--- config.mk ---
export PLATFORM = sky130hd
export DESIGN_NAME = act_lut_loader
export DESIGN_NICKNAME = d
export VERILOG_FILES = /design/src/rtl/act_lut_loader_pkg.sv /design/src/rtl/act_lut_loader.sv
export SDC_FILE = /design/constraint.sdc
export NUM_CORES = 1
export LEC_CHECK = 0
export BUFFER_PORTS_ARGS = -buffer_cell sky130_fd_sc_hd__buf_2
export CAP_MARGIN = 10
export CORE_UTILIZATION = 40
export CTS_BUF_LIST = sky130_fd_sc_hd__clkbuf_8
export CTS_CLUSTER_DIAMETER = 150
export CTS_CLUSTER_SIZE = 14
export DETAILED_ROUTE_END_ITERATION = 8
export MAX_ROUTING_LAYER = met4
export PLACE_DENSITY = 0.67
export SYNTH_ARGS = -nofsm -noshare
export SYNTH_HDL_FRONTEND = slang
export SYNTH_SLANG_ARGS = --single-unit
--- constraint.sdc ---
create_clock -name i_clk -period 2 [get_ports i_clk]
set_input_delay 0.2 -clock i_clk [delete_from_list [all_inputs] [get_ports i_clk]]
set_output_delay 0.2 -clock i_clk [all_outputs]
set_load 0.01 [all_outputs]
--- src/rtl/act_lut_loader_pkg.sv ---
`default_nettype none
// ============================================================================
// Module      : act_lut_loader_pkg
// Description : Shared definitions for the activation-LUT loader and the
//               activation block. It holds the loader FSM state encoding,
//               the default LUT geometry and the bit positions of the
//               q_encode fields inside the quantisation-encode word.
// Revision    : 1.0 - initial release
// ============================================================================
package act_lut_loader_pkg;

    // Default LUT geometry
    localparam int ACT_LUT_WIDTH  = 24;
    localparam int ACT_ADDR_WIDTH = 5;
    localparam int ACT_LUT_DEPTH  = 16;

    // q_encode field positions (MSB of each 4-bit field) in the encode word
    localparam int QENC_FIELD_W  = 4;
    localparam int QENC_C_MSB    = 23;
    localparam int QENC_W_MSB    = 19;
    localparam int QENC_O_MSB    = 15;

    // Loader FSM state encoding
    typedef enum logic [1:0] {
        ST_IDLE      = 2'd0,
        ST_LOAD_COE  = 2'd1,
        ST_LOAD_QENC = 2'd2,
        ST_DONE      = 2'd3
    } loader_state_t;

endpackage : act_lut_loader_pkg
`default_nettype wire

--- src/rtl/act_lut_loader.sv ---
`default_nettype none
// ============================================================================
// Module      : act_lut_loader
// Description : Writer side of the activation-LUT BRAM-controller port.
//               Accepts a valid/ready stream of config words and writes
//               LUT_DEPTH coefficients (addresses 0..LUT_DEPTH-1) followed by
//               one q_encode word (address LUT_DEPTH). Keeps a shadow copy of
//               the q_encode fields and reports load status.
// Ports       : i_clk, i_rst          - clock, synchronous active-high reset
//               i_start, i_abort      - begin / cancel a load (pulses)
//               i_cfg_dat/vld, o_cfg_rdy - config word stream
//               o_lut_bramctl_*       - registered BRAM write port
//               o_busy, o_done, o_err, o_lut_valid - status
//               o_act_{c,w,o}_q_encode - shadow q_encode fields
// Revision    : 1.0 - initial release
// ============================================================================
module act_lut_loader
    import act_lut_loader_pkg::*;
#(
    parameter int LUT_WIDTH  = ACT_LUT_WIDTH,
    parameter int ADDR_WIDTH = ACT_ADDR_WIDTH,
    parameter int LUT_DEPTH  = ACT_LUT_DEPTH
) (
    input  logic                  i_clk,
    input  logic                  i_rst,
    input  logic                  i_start,
    input  logic                  i_abort,
    input  logic [LUT_WIDTH-1:0]  i_cfg_dat,
    input  logic                  i_cfg_vld,
    output logic                  o_cfg_rdy,
    output logic [LUT_WIDTH-1:0]  o_lut_bramctl_wdata,
    output logic [ADDR_WIDTH-1:0] o_lut_bramctl_addr,
    output logic                  o_lut_bramctl_we,
    output logic                  o_lut_bramctl_en,
    output logic                  o_busy,
    output logic                  o_done,
    output logic                  o_err,
    output logic                  o_lut_valid,
    output logic [3:0]            o_act_c_q_encode,
    output logic [3:0]            o_act_w_q_encode,
    output logic [3:0]            o_act_o_q_encode
);

    localparam logic [ADDR_WIDTH-1:0] c_last_coe = ADDR_WIDTH'(LUT_DEPTH - 1);
    localparam logic [ADDR_WIDTH-1:0] c_qenc_adr = ADDR_WIDTH'(LUT_DEPTH);

    loader_state_t           r_state;
    loader_state_t           w_state_nxt;
    logic [ADDR_WIDTH-1:0]   r_cnt;
    logic [LUT_WIDTH-1:0]    r_wdata;
    logic [ADDR_WIDTH-1:0]   r_addr;
    logic                    r_we;
    logic                    r_err;
    logic                    r_lut_valid;
    logic [3:0]              r_q_c;
    logic [3:0]              r_q_w;
    logic [3:0]              r_q_o;

    logic                    w_rdy;
    logic                    w_busy;
    logic                    w_acc;
    logic                    w_begin;
    logic                    w_done;

    // Ready is a pure state decode so it never combinationally follows vld.
    // An abort suppresses acceptance of whatever word is on the bus.
    always_comb begin
        w_rdy   = (r_state == ST_LOAD_COE) || (r_state == ST_LOAD_QENC);
        w_busy  = (r_state != ST_IDLE);
        w_acc   = w_rdy && i_cfg_vld && !i_abort;
        w_begin = (r_state == ST_IDLE) && i_start && !i_abort;
        // An abort arriving in DONE cancels the completion report.
        w_done  = (r_state == ST_DONE) && !i_abort;
    end

    // Next-state logic
    always_comb begin
        w_state_nxt = r_state;
        case (r_state)
            ST_IDLE: begin
                if (w_begin) begin
                    w_state_nxt = ST_LOAD_COE;
                end
            end
            ST_LOAD_COE: begin
                if (i_abort) begin
                    w_state_nxt = ST_IDLE;
                end else if (w_acc && (r_cnt == c_last_coe)) begin
                    w_state_nxt = ST_LOAD_QENC;
                end
            end
            ST_LOAD_QENC: begin
                if (i_abort) begin
                    w_state_nxt = ST_IDLE;
                end else if (w_acc) begin
                    w_state_nxt = ST_DONE;
                end
            end
            ST_DONE: begin
                w_state_nxt = ST_IDLE;
            end
            default: begin
                w_state_nxt = ST_IDLE;
            end
        endcase
    end

    // State, counter, write port and status registers
    always_ff @(posedge i_clk) begin
        if (i_rst) begin
            r_state     <= ST_IDLE;
            r_cnt       <= '0;
            r_wdata     <= '0;
            r_addr      <= '0;
            r_we        <= 1'b0;
            r_err       <= 1'b0;
            r_lut_valid <= 1'b0;
            r_q_c       <= '0;
            r_q_w       <= '0;
            r_q_o       <= '0;
        end else begin
            r_state <= w_state_nxt;
            r_we    <= w_acc;

            if (w_acc) begin
                r_wdata <= i_cfg_dat;
                r_addr  <= (r_state == ST_LOAD_QENC) ? c_qenc_adr : r_cnt;
            end

            if (w_begin) begin
                r_cnt <= '0;
            end else if (w_acc && (r_state == ST_LOAD_COE)) begin
                r_cnt <= r_cnt + 1'b1;
            end

            // Error: abort of a live load, or a start that arrives while busy.
            // A fresh load clears it.
            if (w_begin) begin
                r_err <= 1'b0;
            end else if (w_busy && (i_abort || i_start)) begin
                r_err <= 1'b1;
            end

            if (w_begin) begin
                r_lut_valid <= 1'b0;
            end else if (w_done) begin
                r_lut_valid <= 1'b1;
            end

            // Shadow fields update together with the q_encode BRAM write.
            if (w_acc && (r_state == ST_LOAD_QENC)) begin
                r_q_c <= i_cfg_dat[QENC_C_MSB -: QENC_FIELD_W];
                r_q_w <= i_cfg_dat[QENC_W_MSB -: QENC_FIELD_W];
                r_q_o <= i_cfg_dat[QENC_O_MSB -: QENC_FIELD_W];
            end
        end
    end

    assign o_cfg_rdy           = w_rdy;
    assign o_lut_bramctl_wdata = r_wdata;
    assign o_lut_bramctl_addr  = r_addr;
    assign o_lut_bramctl_we    = r_we;
    assign o_lut_bramctl_en    = r_we;
    assign o_busy              = w_busy;
    assign o_done              = w_done;
    assign o_err               = r_err;
    // Valid rises in the DONE cycle itself, alongside the final write.
    assign o_lut_valid         = r_lut_valid || w_done;
    assign o_act_c_q_encode    = r_q_c;
    assign o_act_w_q_encode    = r_q_w;
    assign o_act_o_q_encode    = r_q_o;

endmodule : act_lut_loader
`default_nettype wire

# Word-level counts from Yosys, hierarchy flattened
# Index checks and enable logic that the tools add are counted.
# Widths: inputs -> output; s select.
[word_totals]
inputBits = 29
register_bits = 51
output_inout_bits = 48
elab_cells = 42
[classes]
n_eq_ne = 7
reduce_logical = 17
muxes = 7
add_sub_neg = 1
[op_table]
columns = ["cell", "n"]
rows = [
  ["$mux 2", 5],
  ["$logic_and 1x1->1", 9],
  ["$pmux 2 s4", 1],
  ["$add 5x1->5 const B", 1],
  ["$eq 5x4->1 const B", 1],
  ["$mux 5", 1],
  ["$eq 2x2->1 const B", 2],
  ["$logic_or 1x1->1", 3],
  ["$ne 3x2->1 const B", 1],
  ["$ne 3x3->1 const B", 1],
  ["$reduce_and 3->1", 1],
  ["$eq 2x1->1 const B", 1],
  ["$logic_not 2->1", 1],
  ["$ne 2x2->1 const B", 1],
  ["$reduce_bool 2->1", 1],
  ["$reduce_or 2->1", 1],
  ["$logic_not 1->1", 1],
]

# Longest topological paths before layout
[logic_depth]
depth_word = 8
depth_mapped = 7
ltp_nobuf = 6

# Worst setup path before layout
# OpenSTA, ideal clock, no wires.
[synth_path]
kind = "flip-flop to flip-flop"
startpoint = "register r_state[0]"
endpoint = "register r_state[1]"
path_buffers = 0
arrival_ps = 1517
path_slack_ps = 394
required_ps = 1912
synth_period_minus_slack_ps = 1606
path_stages_with_launch = 6
setup_ps = 88
path_cell_list = "dfxtp_1 -> inv_1 -> ha_1 -> nand2_1 -> or3b_1 -> o32ai_2"
[synth_via]
elab_chain_cells = 7
elab_cells_between_ends = 15
cone_classes = "6 x eq/ne; 1 x mux; 8 x reduce/logical"
[synth_lines]
columns = ["item", "line", "text"]
rows = [
  ["start, declared", "act_lut_loader.sv:47", "loader_state_t r_state;"],
  ["start signal, assigned", "act_lut_loader.sv:122", "r_state <= w_state_nxt;"],
  ["$eq 2x1->1 or $eq 2x2->1 (tied branches)", "act_lut_loader.sv:68", "w_rdy = (r_state == ST_LOAD_COE) || (r_state == ST_LOAD_QENC);"],
  ["$logic_or 1x1->1 (*)", "act_lut_loader.sv:68", ""],
  ["via o_cfg_rdy", "act_lut_loader.sv:30", "output logic o_cfg_rdy,"],
  ["$logic_and 1x1->1 (*) (2 in series)", "act_lut_loader.sv:70", "w_acc = w_rdy && i_cfg_vld && !i_abort;"],
  ["$logic_and 1x1->1", "act_lut_loader.sv:88", "end else if (w_acc && (r_cnt == c_last_coe)) begin"],
  ["$ne 3x2->1 (no line)", "n/a", ""],
  ["$reduce_and 3->1 (no line) (*)", "n/a", ""],
]
# Mark *: on every way through the listed nets, which the timed path passes. The rest lies on a longest branch.
# A chain may end at the register's enable or synchronous reset.

# Worst setup path in the final report
[layout_path]
startpoint = "register r_state[1]"
endpoint = "register r_q_w[0] (netlist: o_act_w_q_encode[0])"
[layout_via]
elab_chain_cells = 5
elab_cells_between_ends = 6
cone_classes = "2 x eq/ne; 4 x reduce/logical"
[layout_lines]
columns = ["item", "line", "text"]
rows = [
  ["$eq 2x1->1 or $eq 2x2->1 (tied branches)", "act_lut_loader.sv:68, act_lut_loader.sv:151", ""],
  ["$logic_or 1x1->1", "act_lut_loader.sv:68", ""],
  ["$logic_and 1x1->1 (2 in series)", "act_lut_loader.sv:70", ""],
  ["$logic_and 1x1->1 (*)", "act_lut_loader.sv:151", "if (w_acc && (r_state == ST_LOAD_QENC)) begin"],
  ["end signal, assigned", "act_lut_loader.sv:153", "r_q_w <= i_cfg_dat[QENC_W_MSB -: QENC_FIELD_W];"],
  ["end, declared", "act_lut_loader.sv:56", "logic [3:0] r_q_w;"],
]
# Every way passes the cells marked *; elsewhere a longest branch is shown, timed or not.

==> results.yml <==
synth:
  syn_inst: 243
  synth_top_family_by_area: "simple AND/OR/NAND/NOR gates"
  synth_compound_area_share_pct: 15.6
  yosys_register_bits: 51
  yosysSeqAreaShare_pct: 50.0
  yosys_warnings: 0
  synth_edf_count: 0
  yosys-top-cells-count: "78 x nand2_1, 51 x dfxtp_1, 45 x a21oi_1"
  synth_top_area_share_pct: 50.0
  synth_top_area_cell: "dfxtp_1"
  synth.distinct_cells: 35
  syn_nets: 279
  yosys-mux-area-fraction_pct: 0.490
  synth-simple-area-share_pct: 24.2
  ys.flop_type: "dfxtp_1"
  async_reset_ff_share_pct: 0
  synth.most_common_cell: "nand2_1"
  synthXorXnorAreaFrac_pct: 0.429
  avgSynthCellArea_um2: 8.41
  netlist_top_cells_area: "dfxtp_1 50%, nand2_1 14%, a21oi_1 11%, ha_1 4.3%, nand3b_1 1.8%"
  synth_fa_ha_area_share_pct: 4.29
  syn_area_mm2: 0.00204
sta:
  tightest_slew_ns: 0.536
  period_share_pct: 87.7
  hold_ws_ns: 0.116
  setup_slack_ns: 0.246
  skew_ns: 0.00479
  setup_tns_ns: 0
  hold_viol_final: 0
  setup_violations: 0
  rsz0062_at_grt: "false"
  layout_min_cycle_time_ns: 1.75
  max_freq_ghz: 0.570
  final-max-slew-violation-count: 0
  max_slew_margin_pct: 64.2
floorplanning:
  core-area_mm2: 0.00482
  die_y_um: 73.5
  start_util_pct: 42.4
  dieArea_mm2: 0.00540
  num_rows: 25
  io_pins: 77
  die_w_um: 73.5
routing:
  num_vias: 1809
  drt-total-wl_mm: 4.50
  routed-wl-met3_um: 219
  drc_errors: 0
  viasPerCell: 4.71
  ant_nets: 0
  firstDrtPassIters: 4
  met1_length_mm: 2.03
  wl_per_cell_um: 11.7
  wl_met2_mm: 2.12
  drt_iter0_drc: 75
  top_layer: "met4"
placed_design:
  portBuffers: 76
  dpl.hpwl_mm: 3.24
  place_ws_ns: 0.282
  placed_area_mm2: 0.00247
  placed_cells: 376
  gp_congestion: 0.738
pwr:
  leakage_nw: 1.16
  p_per_area_mw_per_mm2: 863
  finalPower_mw: 2.24
  irDropWorstVdd_v: 0.000375
clock_network:
  h-tree-depth: 2
  numCtsBuffers: 5
  clkLatencyLatePin_ns: 0.31
  cts_hold_repair.buffers: 0
  clk_pin_slew_ns: 0.09
  clockBufferDepth: 2
  cts_sinks: 51
  cts_tree: "built"
  clock-root-buffer: "clkbuf_8"
  cts_resized: 0
  cts_setup_buffers: 0
finish:
  postLayoutCellArea_mm2: 0.00259
  multi_input_area_um2: 920
  regArea_mm2: 0.00102
  final_net_count: 352
  fin_cells: 384
  drive_above_1_share_pct: 30.0
  nFillCells: 469
  diodes: 0
  syn_to_final_growth_pct: 26.9
  utilization_pct: 53.8
global_route:
  grt_max_degree: 26
  grt_pass1_vias: 1631
  grt_pass1_wl_mm: 7.31
  grt_util_all_layers_pct: 18.3
  antenna_found_initial: 0
  overflow: 0
setup_path:
  path_class: "reg2reg"
  critPathBufInv: 1
  cpPeakStageDelay_ns: 0.52
  endpoint_kind: "flop"
  rrSetupSlack_ns: 0.25
  path_max_fanout: 12
  path_cells: "inv_1, ha_1, and4b_1, nand2_1, a21oi_1"
  crit_family: "simple AND/OR/NAND/NOR gates"
  crit_required_ns: 2.24
  cpMaxStageDelayCell: "and4b_1"
  arrival_ns: 1.99
  critPathLaunchType: "flop"
min_path:
  hold_path.class: "in2reg"
status:
  status: "finished, final reports clean"
job:
  max_cap_viol_count: 0
==> power by group <==
group | total, mW | switching, mW | internal [mW]
Clock | 0.753 | 0.341 | 0.412
Sequential | 1.09 | 0.0254 | 1.06
Combinational | 0.398 | 0.237 | 0.161
==> logic make-up after synthesis <==
logic type / Yosys count
simple gates: 106
compound gates: 55
flops: 51
buf+inv: 22
fa+ha+maj: 7
xor+xnor: 1
mux: 1
==> final cells by class <==
cell class / count / area share, %
Multi-Input combinational cell: 170 / 35.5
Tap cell: 67 / 3.23
Clock buffer: 6 / 3.18
Timing Repair Buffer: 82 / 16.4
Clock inverter: 2 / 1.50
Sequential cell: 51 / 39.4
Inverter: 6 / 0.868
==> registers in the layout (all words and copies together) (netlist names) <==
name                 count
o_lut_bramctl_wdata     24
o_lut_bramctl_addr       5
r_cnt                    5
o_act_c_q_encode         4
o_act_o_q_encode         4
o_act_w_q_encode         4
r_state                  2
o_err                    1
o_lut_bramctl_en         1
r_lut_valid              1
==> metal layers <==
layer	global-route usage, %	up-vias
met3	3.98	11
met2	30.3	54
met5	-	-
met4	8.76	0
li1	-	942
met1	21.1	802
==> worst paths after layout <==
check | startpoint | to | cells after the start
max | r_state[1] | o_act_w_q_encode[0] | 5
max reg2reg | r_state[1] | o_act_w_q_encode[0] | 5
min reg2reg | o_err | o_err | 2
min | i_cfg_dat[2] | o_lut_bramctl_wdata[2] | 3
==> placed cells by master, fill, tap and decap left out, drive strengths merged, types with 2 or more instances in the layout <==
cell / netlist / final
inv: 6 / 7
nand2: 78 / 78
nand3b: 5 / 5
nand3: 2 / 2
clkbuf: 8 / 6
o21bai: 2 / 2
nand4b: 2 / 2
a21oi: 45 / 45
nor2: 3 / 3
or3: 2 / 2
dfxtp: 51 / 51
and2b: 2 / 2
nand2b: 3 / 3
ha: 7 / 7
buf: 8 / 82
o21ai: 3 / 3
nor3: 2 / 2
==> worst min-delay path: stages <==
cell and delay (ns):
buf_2 0.09, nand2_1 0.04, a21oi_1 0.05
(Power assumes the default switching activity.)
